**config.mk**
```make
export PLATFORM = sky130hd
export DESIGN_NAME = id_ex_stage
export DESIGN_NICKNAME = d
export VERILOG_FILES = /design/src/rtl/id_ex_stage.sv
export SDC_FILE = /design/constraint.sdc
export NUM_CORES = 1
export LEC_CHECK = 0
export ABC_AREA = 0
export CAP_MARGIN = 20
export CELL_PAD_IN_SITES_DETAIL_PLACEMENT = 0
export CELL_PAD_IN_SITES_GLOBAL_PLACEMENT = 1
export CORE_ASPECT_RATIO = 0.6
export CORE_UTILIZATION = 27
export CTS_BUF_LIST = sky130_fd_sc_hd__clkbuf_2
export DETAILED_ROUTE_END_ITERATION = 16
export PLACE_DENSITY_LB_ADDON = 0.1
export SLEW_MARGIN = 20
export SYNTH_ARGS = -nofsm -noshare
export SYNTH_HDL_FRONTEND = slang
export SYNTH_SLANG_ARGS = --single-unit
```
**constraint.sdc**
```tcl
create_clock -name clk -period 5.1 [get_ports clk]
set_input_delay 0.51 -clock clk [delete_from_list [all_inputs] [get_ports clk]]
set_output_delay 0.51 -clock clk [all_outputs]
set_load 0.01 [all_outputs]
```
**src/rtl/id_ex_stage.sv**
```systemverilog
// ID/EX pipeline register with load-use hazard detection, flush-driven bubbles and a
// saturating count of the bubbles inserted by flushes and hazards.
module id_ex_stage #(
    parameter int XLEN  = 32,
    parameter int RA_W  = 5,
    parameter int CNT_W = 16
) (
    input  logic            clk,
    input  logic            rst,
    input  logic            id_valid,
    input  logic            id_RegWrite,
    input  logic            id_MemToReg,
    input  logic            id_MemRead,
    input  logic            id_MemWrite,
    input  logic [3:0]      id_ALUOp,
    input  logic [1:0]      id_ALUSrc,
    input  logic            id_RWsel,
    input  logic            id_Branch,
    input  logic            id_Jump,
    input  logic [XLEN-1:0] id_rs1_data,
    input  logic [XLEN-1:0] id_rs2_data,
    input  logic [XLEN-1:0] id_imm,
    input  logic [XLEN-1:0] id_pc,
    input  logic [RA_W-1:0] id_rs1,
    input  logic [RA_W-1:0] id_rs2,
    input  logic            id_uses_rs1,
    input  logic            id_uses_rs2,
    input  logic [RA_W-1:0] id_rd,
    input  logic            flush,
    output logic            stall,
    output logic            ex_valid,
    output logic            ex_RegWrite,
    output logic            ex_MemToReg,
    output logic            ex_MemRead,
    output logic            ex_MemWrite,
    output logic [3:0]      ex_ALUOp,
    output logic [1:0]      ex_ALUSrc,
    output logic            ex_RWsel,
    output logic            ex_Branch,
    output logic            ex_Jump,
    output logic [XLEN-1:0] ex_rs1_data,
    output logic [XLEN-1:0] ex_rs2_data,
    output logic [XLEN-1:0] ex_imm,
    output logic [XLEN-1:0] ex_pc,
    output logic [RA_W-1:0] ex_rs1,
    output logic [RA_W-1:0] ex_rs2,
    output logic [RA_W-1:0] ex_rd,
    output logic [CNT_W-1:0] bubble_cnt
);

    logic hazard;
    logic capture;

    // Load in EX whose result the ID instruction needs; x0 is never a real dependency.
    always_comb begin
        hazard = id_valid & ex_valid & ex_MemRead & (ex_rd != '0) &
                 ((id_uses_rs1 & (id_rs1 == ex_rd)) | (id_uses_rs2 & (id_rs2 == ex_rd)));
        capture = id_valid & ~hazard & ~flush;
    end

    // Reset already clears ex_valid, so the rst term only guarantees stall=0 while reset is held.
    assign stall = hazard & ~flush & ~rst;

    // NOTE: every register uses non-blocking assignment so all fields update together at the edge.
    always_ff @(posedge clk or posedge rst) begin
        if (rst) begin
            bubble_cnt <= '0;
        end else if ((flush | hazard) && (bubble_cnt != '1)) begin
            bubble_cnt <= bubble_cnt + 1'b1;
        end
    end

    // A bubble is simply the all-zero word; capture loads the ID word verbatim.
    always_ff @(posedge clk or posedge rst) begin
        if (rst) begin
            ex_valid    <= 1'b0;
            ex_RegWrite <= 1'b0;
            ex_MemToReg <= 1'b0;
            ex_MemRead  <= 1'b0;
            ex_MemWrite <= 1'b0;
            ex_ALUOp    <= '0;
            ex_ALUSrc   <= '0;
            ex_RWsel    <= 1'b0;
            ex_Branch   <= 1'b0;
            ex_Jump     <= 1'b0;
            ex_rs1_data <= '0;
            ex_rs2_data <= '0;
            ex_imm      <= '0;
            ex_pc       <= '0;
            ex_rs1      <= '0;
            ex_rs2      <= '0;
            ex_rd       <= '0;
        end else if (capture) begin
            ex_valid    <= 1'b1;
            ex_RegWrite <= id_RegWrite;
            ex_MemToReg <= id_MemToReg;
            ex_MemRead  <= id_MemRead;
            ex_MemWrite <= id_MemWrite;
            ex_ALUOp    <= id_ALUOp;
            ex_ALUSrc   <= id_ALUSrc;
            ex_RWsel    <= id_RWsel;
            ex_Branch   <= id_Branch;
            ex_Jump     <= id_Jump;
            ex_rs1_data <= id_rs1_data;
            ex_rs2_data <= id_rs2_data;
            ex_imm      <= id_imm;
            ex_pc       <= id_pc;
            ex_rs1      <= id_rs1;
            ex_rs2      <= id_rs2;
            ex_rd       <= id_rd;
        end else begin
            ex_valid    <= 1'b0;
            ex_RegWrite <= 1'b0;
            ex_MemToReg <= 1'b0;
            ex_MemRead  <= 1'b0;
            ex_MemWrite <= 1'b0;
            ex_ALUOp    <= '0;
            ex_ALUSrc   <= '0;
            ex_RWsel    <= 1'b0;
            ex_Branch   <= 1'b0;
            ex_Jump     <= 1'b0;
            ex_rs1_data <= '0;
            ex_rs2_data <= '0;
            ex_imm      <= '0;
            ex_pc       <= '0;
            ex_rs1      <= '0;
            ex_rs2      <= '0;
            ex_rd       <= '0;
        end
    end

endmodule

```
Yosys cells after proc, flatten, opt, wreduce, memory -nomap -nowiden:

Cells that the tools add are included.

* register bits after elaboration: 173
* bits in latches: 0
* memory bits (writable): 0
* memory bits (read-only): 0
* bits of input ports: 162
* output and inout port bits: 174
* word-level logic and storage cells: 56
* memories: 0

* add/sub/neg operators: 1
* $mul: 0
* div/mod/pow operators: 0
* magnitude comparators: 0
* eq/ne operators: 3
* shift operators: 0
* multiplexer cells: 17
* bitwise operators: 15
* reductions and logical operators: 2

Operator list (count)
* $mux W32: 4
* $add A16 B1 Y16 const B: 1
* $ne A16 B16 Y1 const B: 1
* $mux W5: 3
* $and A1 B1 Y1: 10
* $eq A5 B5 Y1: 2
* $mux W1: 8
* $reduce_bool A5 Y1: 1
* $mux W4: 1
* $not A1 Y1: 3
* $mux W2: 1
* $or A1 B1 Y1: 2
* $logic_and A1 B1 Y1: 1

Longest topological paths before layout:

* depth after elaboration: 8
* mapped depth: 8
* depth with buffers taken out: 7

Worst setup path after synthesis:

OpenSTA, ideal clock, no wires.

* path type: in2out
* start point: input id_rs2[1]
* end point: output stall
* arrival: 1345 ps
* required time: 4590 ps
* slack: 3245 ps
* stages on the path: 5
* path buffers: 0
* cells stage by stage: xnor2_1 nand4_1 o22ai_2 nand2_1 nor3_1

* cells in the longest elaborated chain, start to end: 6

Ends and longest elaborated chain
* from (decl): line 25 `input logic [RA_W-1:0] id_rs2,`
* $eq A5 B5 Y1: line 57 `((id_uses_rs1 & (id_rs1 == ex_rd)) | (id_uses_rs2 & (id_rs2 == ex_rd)));`
* $and A1 B1 Y1: line 57
* $or A1 B1 Y1: line 57
* $and A1 B1 Y1: line 56 `hazard = id_valid & ex_valid & ex_MemRead & (ex_rd != '0) &`
* $and A1 B1 Y1 (2 in a row): line 62 `assign stall = hazard & ~flush & ~rst;`
* to (decl): line 30 `output logic stall,`

No other way between the ends.

Worst setup path after layout:

* start point: register ex_rd[1]
* end point: output stall

* cells in the longest elaborated chain, start to end: 6
* elaborated cells between the ends (all ways): 10
* those cells by class: eq/ne (2); bitwise (7); reduce/logical (1)

Ends and longest elaborated chain
* from (decl): line 47 `output logic [RA_W-1:0] ex_rd,`
* from (signal assigned): line 110 `ex_rd <= id_rd;`
* $eq A5 B5 Y1: line 57
* $and A1 B1 Y1: line 57
* $or A1 B1 Y1: line 57
* $and A1 B1 Y1 (*): line 56
* $and A1 B1 Y1 (*) (2 in a row): line 62

Every way passes the cells marked *; elsewhere a longest branch is shown, timed or not.

==> reports/qor.txt <==
crit end category: primary output
WP data arrival: 2.69 ns
Crit Reg-Reg Startpoint: ex_rd[1]
critical path required time: 4.59 ns
max-slew violations: 0
total CTS buffers: 17
RSZ-0062 raised after global routing: false
Core Area: 21400 sq um
gpl congestion: 0.791
sequential area share after synthesis: 71.7%
status: finished, final reports clean
FP Rows: 41
vias in the first global route: 4813
first-pass GRT wire length: 29.0 mm
CTS root buffer: clkbuf_2
Post-CTS Setup Inserts: 0
Die Y-Extent: 118 um
setup TNS: 0 ns
Avg Vias per Cell: 4.38
clk_lat worst skew: 0.72 ns
largest net degree at the start of global routing: 158
Fin Clk Skew: 0.0298 ns
Yosys top cell by area: dfrtp_1
Total Routing Usage GR: 16.8%
Final Hold Fails: 0
DPL Wire Length: 13.5 mm
vias post-DR: 4637
Initial DRC Count: 160
Tcrit/Tclk final: 62.8%
Die Wd: 195 um
drt total wl: 19.1 mm
cts repair resizes: 0
total power: 2.81 mW
TritonCTS clock tree: yes
critical path class: flop to primary output
share of cells above drive strength 1: 6.56%
Post-layout nets: 928
Final setup viols: 0
Setup Slack @ Placement: 2.01 ns
ys async rst share: 100%
slew margin rel.: 38.8%
fmax: 312 MHz
DRC viols: 0
VDD IR max: 0.109 mV
mean routed wirelength per cell: 18.0 um
PnR worst setup slack: 1.90 ns
clock-pin slew on the worst setup and hold paths: 0.24 ns
die footprint: 23000 sq um
Final Non-Filler Cells: 1058
Netlist cell types: 25
Hold WC Path Type: primary input to async pin
IO Count: 336
R2R Setup Slk: 2.43 ns
IO Port Bufs: 335
crit-path max FO: 4
Max Cap Viol: 0
DRT Pass-1 Iters: 4
CP startpoint kind: flop
Pwr Density: 284 nW/um^2
initial antenna violation count: 1
Lkg Pwr: 4.79 nW
Starting Density: 28.1%
clock sink count: 173
ranking of synthesized cells by area: dfrtp_1 (72%), and3_1 (16%), xnor2_1 (1.9%)
Inst Count DP: 1025
EDFF count, synth: 0
crit path from: ex_rd[1]
synth-to-layout area growth: 64.0%
YS warnings: 0
GR Overflow Total: 0
worst-margin pin slew: 0.918 ns
top cell type's share of synthesized area: 71.7%
Hold Buf Count CTS: 0
Synth Instances: 442
Syn Nets: 605
mean post-synth cell area: 13.7 sq um
Final ANT Viol Nets: 0
largest buffer count on any clock path: 2
htree depth: 4
Tmin final: 3.20 ns
Yosys reg bits: 173
Main synth FF type: dfrtp_1
Netlist Area Pre-Place: 6030 sq um
==> Yosys cell counts, drive strengths merged (2+ instances only) <==
cell / instances
nand4: 5
inv: 4
nor2: 7
nor3: 11
and3: 156
dfrtp: 173
clkbuf: 21
nand3: 6
nor4: 2
xnor2: 13
xor2: 12
a21oi: 2
buf: 14
nand2: 9
==> routing by layer <==
layer	wire [um]	GRT usage (%)	vias to the layer above
met3	2200	9.57	10
met1	7660	19.4	2292
met5	0	0	-
met4	176	4.38	0
met2	9030	26.8	184
li1	-	-	2151
==> cells in the final DEF (no fill, tap or decap), types with 4 or more instances in the layout <==
| cell | n |
|---|---|
| nand4_1 | 4 |
| clkdlybuf4s50_1 | 334 |
| nor3_1 | 4 |
| bufinv_16 | 4 |
| nor3_2 | 7 |
| xnor2_1 | 13 |
| nand2_1 | 9 |
| and3_1 | 156 |
| nor2_1 | 7 |
| dfrtp_1 | 173 |
| clkbuf_2 | 20 |
| clkinvlp_4 | 4 |
| xor2_1 | 12 |
| nand3_1 | 6 |
==> layout make-up <==
| class | instances | area (sq um) |
|---|---|---|
| fillers | 1972 | 11500 |
| flip-flops and latches | 173 | 4330 |
| repair buffers | 339 | 3400 |
| multi-input cells | 230 | 1530 |
| well taps | 279 | 349 |
| clock inverters | 12 | 170 |
| clock buffers | 20 | 100 |
| inverters | 4 | 18.8 |
| diodes | 1 | 2.50 |
==> per-stage QoR <==
| step | area, sq um | utilization [%] | hold slack, ns |
|---|---|---|---|
| after floorplan | 6040 | - | 0.521 |
| after global placement | 9620 | 44.9 | 0.485 |
| after detailed placement | 9620 | 44.9 | 0.493 |
| after CTS | 9890 | 46.1 | 0.165 |
| after global routing | 9900 | 46.1 | 0.166 |
| final | 9900 | 46.1 | 0.263 |
==> sequential cells by signal, indices dropped and copies added, names as in the netlist <==
name	cells
bubble_cnt	16
ex_ALUOp	4
ex_ALUSrc	2
ex_Branch	1
ex_Jump	1
ex_MemRead	1
ex_MemToReg	1
ex_MemWrite	1
ex_RWsel	1
ex_RegWrite	1
ex_imm	32
ex_pc	32
ex_rd	5
ex_rs1	5
ex_rs1_data	32
ex_rs2	5
ex_rs2_data	32
ex_valid	1
==> power breakdown <==
group	internal [mW]	switching, mW	total (mW)
clock	0.324	0.473	0.796
sequential	1.45	0.0606	1.51
combinational	0.296	0.208	0.504
==> critical path, stage by stage (launching register included) <==
cell             delay (ns)
dfrtp_1                0.50
xnor2_1                0.19
nand4_1                0.15
o22ai_2                0.31
nand2_1                0.10
nor3_1                 0.16
clkdlybuf4s50_1        0.56
==> final timing paths <==
kind,end,cells after the start
hold reg to reg,bubble_cnt[15],1
min in group clk,ex_rs2_data[2],2
hold / removal,bubble_cnt[9],2
max in group asynchronous,ex_rs1_data[28],3
setup reg to reg,ex_rs2_data[26],7
setup / recovery,stall,6
==> kinds of logic after synthesis <==
group / count (synthesis) / share of synthesized area (%)
and+or+nand+nor: 198 / 20.4
DFF: 173 / 71.7
buffers and inverters: 39 / 2.92
xor gates and xnor gates: 25 / 3.63
AOI/OAI and AO/OA: 5 / 0.912
muxes: 1 / 0.187
adders and majority gates: 1 / 0.207
(Power assumes the default switching activity.)
==> patch 1, RTL diff (same settings) <==
Set the parameter `RA_W` to 10 (it was 5).
--- a/src/rtl/id_ex_stage.sv
+++ b/src/rtl/id_ex_stage.sv
@@ -2,7 +2,7 @@
 // saturating count of the bubbles inserted by flushes and hazards.
 module id_ex_stage #(
     parameter int XLEN  = 32,
-    parameter int RA_W  = 5,
+    parameter int RA_W  = 10,
     parameter int CNT_W = 16
 ) (
     input  logic            clk,
Interface: changed (6 resized); port bits go from 336 to 366. No check against the original RTL was run, so the function may have changed too.
==> patch 1 against the unedited design <==
Sequential share of layout area shrank 0.90 points. Cell area grew 11%. Via count grew 0.73%. Power grew 7.6%. Highest routed layer unchanged. Area after synthesis up 12%. Clock skew increased by 0.013 ns. Synthesized cell count grew 5.7%. Routed wire length is 5.0% higher. Worst setup slack worse by 0.014 ns. Sequential cell count increased by 15.
==> patch 1: results (changes against the unedited design) <==
status: finished, final reports clean
DP HPWL: 15090 um (+12%)
capturing point of the worst reg2reg path: ex_rs1[7]$_DFF_PP0_
fin nets: 1013 (+9.2%)
Worst Path Arrival: 2.71 ns (+0.02 ns)
worst-path fanout max: 5 (+1)
Worst Clk Skew: 0.04273 ns (+0.01297 ns)
nonclk buf count: 369 (+8.8%)
Total GRT Usage: 16.14% (-0.69 points)
M1 GR Usage: 19.80% (+0.42 points)
P_sw: 745.9 uW (+0.69%)
Leak Pwr: 0.004866 uW (+1.6%)
CLK BUF: 22 (+10%)
via count: 4671 (+0.73%)
multi-input gates: 256 (+11%)
Final non-clock buffer share: 33.66% (-0.66 points)
FF-to-FF path depth: 6 (-1)
Synth Area in Adders: 0.1855% (-0.022 points)
register area: 4705 sq um (+8.7%)
fraction of final layout cells sized beyond drive strength 1: 14.40% (+7.8 points)
worst hold path type: input pin to flop
fill count: 2213 (+12%)
Worst R2R Start: ex_rd[6]$_DFF_PP0_
Cell Rows: 44 (+7.3%)
Unique masters post-synth: 28 (+12%)
instance area at placement: 10700 sq um (+11%)
Rel. slew slack: 41.96% (+3.2 points)
wire per inst: 17.11 um (-5.1%)
# port buffers: 365 (+9.0%)
M1 wire length: 8422 um (+10%)
Worst-path clk slew: 0.27 ns (+0.03 ns)
largest net degree at the start of global routing: 99 (-37%)
Crit. Startpoint: ex_rd[2]$_DFF_PP0_
sequential share of the synthesized area: 69.75% (-2.0 points)
R2R setup slack: 2.36 ns (-0.07 ns)
RePlAce Congestion: 0.7575 (-4.2%)
vias in the first global route: 5116 (+6.3%)
clk_lat worst skew: 0.75 ns (+0.03 ns)
crit-path max cell delay: 0.60 ns (+0.04 ns)
final hold slack: 0.2687 ns (+0.005320 ns)
met3 GRT Util: 7.666% (-1.9 points)
clock tree cell share of total cell area: 2.541% (-0.19 points)
most frequent cells after synthesis: dfrtp_1, and2_1, and2_4
Mapped Nets: 645 (+6.6%)
## patch 1: cell count changes after synthesis, sizes merged, moves of 2 or more
cell	before	now
xnor2	13	30
buf	14	12
and2	1	172
xor2	12	1
clkbuf	21	8
nor2	7	4
nand4	5	10
a31oi	0	2
nand3	6	8
mux2	1	3
and3	156	7
nor3	11	4
nand2	9	5
dfrtp	173	188
## patch 1: metrics by stage
| stage | setup WS [ns] | std cells |
|---|---|---|
| after global routing | 1.615 | 1170 |
| final | 1.883 | 1170 |
| after CTS | 1.751 | 1169 |
| after floorplan | 2.170 | 467 |
| after global placement | 1.955 | 1138 |
| after detailed placement | 1.901 | 1138 |
## patch 1: power by group through the flow
| stage | logic (uW) | clock network [uW] | registers (uW) |
|---|---|---|---|
| floorplan | 162 | 0 | 1690 |
| global placement | 538 | 0 | 1660 |
| detailed placement | 543 | 0 | 1660 |
| CTS | 545 | 906 | 1630 |
| global route | 577 | 963 | 1650 |
| finish | 533 | 863 | 1630 |
==> patch 2, RTL diff (same settings) <==
Made on the original files. Make the reset (`rst`) synchronous in 2 clocked blocks.
--- a/src/rtl/id_ex_stage.sv
+++ b/src/rtl/id_ex_stage.sv
@@ -62,7 +62,7 @@
     assign stall = hazard & ~flush & ~rst;
 
     // NOTE: every register uses non-blocking assignment so all fields update together at the edge.
-    always_ff @(posedge clk or posedge rst) begin
+    always_ff @(posedge clk) begin
         if (rst) begin
             bubble_cnt <= '0;
         end else if ((flush | hazard) && (bubble_cnt != '1)) begin
@@ -71,7 +71,7 @@
     end
 
     // A bubble is simply the all-zero word; capture loads the ID word verbatim.
-    always_ff @(posedge clk or posedge rst) begin
+    always_ff @(posedge clk) begin
         if (rst) begin
             ex_valid    <= 1'b0;
             ex_RegWrite <= 1'b0;
Check against the original RTL: differs if rst is asserted again (counterexample within 4 cycles, from zero or initial values and one cycle with rst high); with rst held inactive, the same outputs for 10 cycles.
==> patch 2 against the unedited design <==
First-iteration DRC count shrank 13%. Non-clock buffer count down 2. Sequential share of layout area down 5.6 points. Worst setup slack worse by 0.14 ns. Critical path depth did not move. Area after synthesis fell by 12%. Combinational power decreased by 48%. Sequential cell count unchanged. Count of clock-buffer cells in the layout shrank 2. Register-to-register slack improved by 0.33 ns. Power fell by 17%. Worst hold slack better by 0.038 ns. Largest power group unchanged. Cell area fell by 8.2%. Routed wire length decreased by 16%.
==> patch 2: results (changes against the unedited design) <==
DP HPWL: 12000 um (-11%)
Worst R2R Start: ex_rd[1]$_SDFF_PP0_
R2R setup slack: 2.76 ns (+0.33 ns)
most frequent cells after synthesis: dfxtp_1, and2_1, buf_2
Unique masters post-synth: 49 (+96%)
worst hold path type: input pin to flop
non-filler cells in the finished layout: 1069 (+1.0%)
Synth Flop Type: dfxtp_1
FF-to-FF path depth: 6 (-1)
Worst Path Arrival: 2.84 ns (+0.15 ns)
final hold slack: 0.3012 ns (+0.03776 ns)
Least-Margin Pin Slew: 0.7673 ns (-0.1510 ns)
instance area at placement: 8851 sq um (-8.0%)
RePlAce Congestion: 0.7682 (-2.9%)
capturing point of the worst reg2reg path: bubble_cnt[13]$_SDFFE_PP0P_
Synth warnings: 0 (unchanged)
Critical-path top delay cell: dfxtp_1
Worst Clk Skew: 0.03300 ns (+0.003236 ns)
Total GRT Usage: 15.45% (-1.4 points)
fraction of final layout cells sized beyond drive strength 1: 4.869% (-1.7 points)
cell count after placement: 1036 (+1.1%)
Leak Pwr: 0.003412 uW (-29%)
fin nets: 953 (+2.7%)
vias in the first global route: 4080 (-15%)
wire per inst: 14.93 um (-17%)
sequential share of the synthesized area: 65.53% (-6.2 points)
largest net degree at the start of global routing: 129 (-18%)
final instance area: 9086 sq um (-8.2%)
via count: 4293 (-7.4%)
global-route wire length before repair: 22780 um (-22%)
Syn Inst Count: 456 (+3.2%)
status: finished, final reports clean
Async S/R FF share, synth: 0% (-100 points)
Max VDD drop: 143.0 uV (+31%)
Mapped Nets: 619 (+2.3%)
[patch 2: changes by cell type in the layout (fill, tap and decap cells not counted), sizes merged, moves of 8 or more]
| cell | unedited run | this run |
|---|---|---|
| xor2 | 12 | 0 |
| nor3 | 11 | 3 |
| dfxtp | 0 | 173 |
| a21oi | 2 | 12 |
| and3 | 156 | 5 |
| dfrtp | 173 | 0 |
| and2 | 1 | 158 |
[patch 2: worst max-delay path: cells and delay by family, from the launching register on]
| family | cells | cell delay [ns] |
|---|---|---|
| compound gates | 1 | 0.35 |
| xor+xnor | 1 | 0.17 |
| buf+inv | 1 | 0.57 |
| flops | 1 | 0.57 |
| simple gates | 3 | 0.47 |
[patch 2: area by class of cell]
cell class / instances / share of cell area, %
Sequential cell: 173 / 38.12
Clock buffer: 18 / 0.9915
Timing Repair Buffer: 337 / 37.29
Inverter: 3 / 0.1239
Tap cell: 266 / 3.663
Clock inverter: 12 / 1.157
Antenna cell: 2 / 0.05508
Multi-Input combinational cell: 258 / 18.60
[patch 2: where the power goes]
part	total, uW	switching [uW]	leakage [uW]	internal, uW
Sequential	1400	13.0	0.00141	1390
Clock	661	453	0.000124	209
Combinational	264	77.4	0.00188	186
[patch 2: how the worst max path moves through the flow]
stage | startpoint | end | depth (start not counted)
6_report | ex_rd[1]$_SDFF_PP0_ | stall | 6
5_1_grt | ex_rd[1]$_SDFF_PP0_ | stall | 6
4_1_cts | ex_rd[1]$_SDFF_PP0_ | stall | 6
3_5_place_dp | id_rs1[2] | ex_ALUOp[2]$_SDFF_PP0_ | 8
3_3_place_gp | id_rs1[4] | ex_pc[21]$_SDFF_PP0_ | 8
2_1_floorplan | id_rs1[1] | bubble_cnt[5]$_SDFFE_PP0P_ | 7
[patch 2: cells by family after synthesis]
| group | synth area share, % |
|---|---|
| simple gates | 25.00 |
| flops | 65.53 |
| compound gates | 4.451 |
| buf+inv | 2.723 |
| xor+xnor | 1.657 |
| mux | 0.4025 |
| fa+ha+maj | 0.2367 |
[patch 2: through the flow]
stage          setup WS (ns)  util (%)
6_report               1.754     47.62
3_5_place_dp           1.932     46.39
3_3_place_gp           2.065     46.39
5_1_grt                1.513     47.62
4_1_cts                1.673     47.41
2_1_floorplan          3.182         -
[patch 2: routing by layer]
metal	vias up	wire (um)	global-route usage [%]
met5	-	0	0
met4	0	133	4.862
met3	11	1896	9.297
met2	186	7762	26.39
met1	1955	6165	15.93
li1	2141	-	-
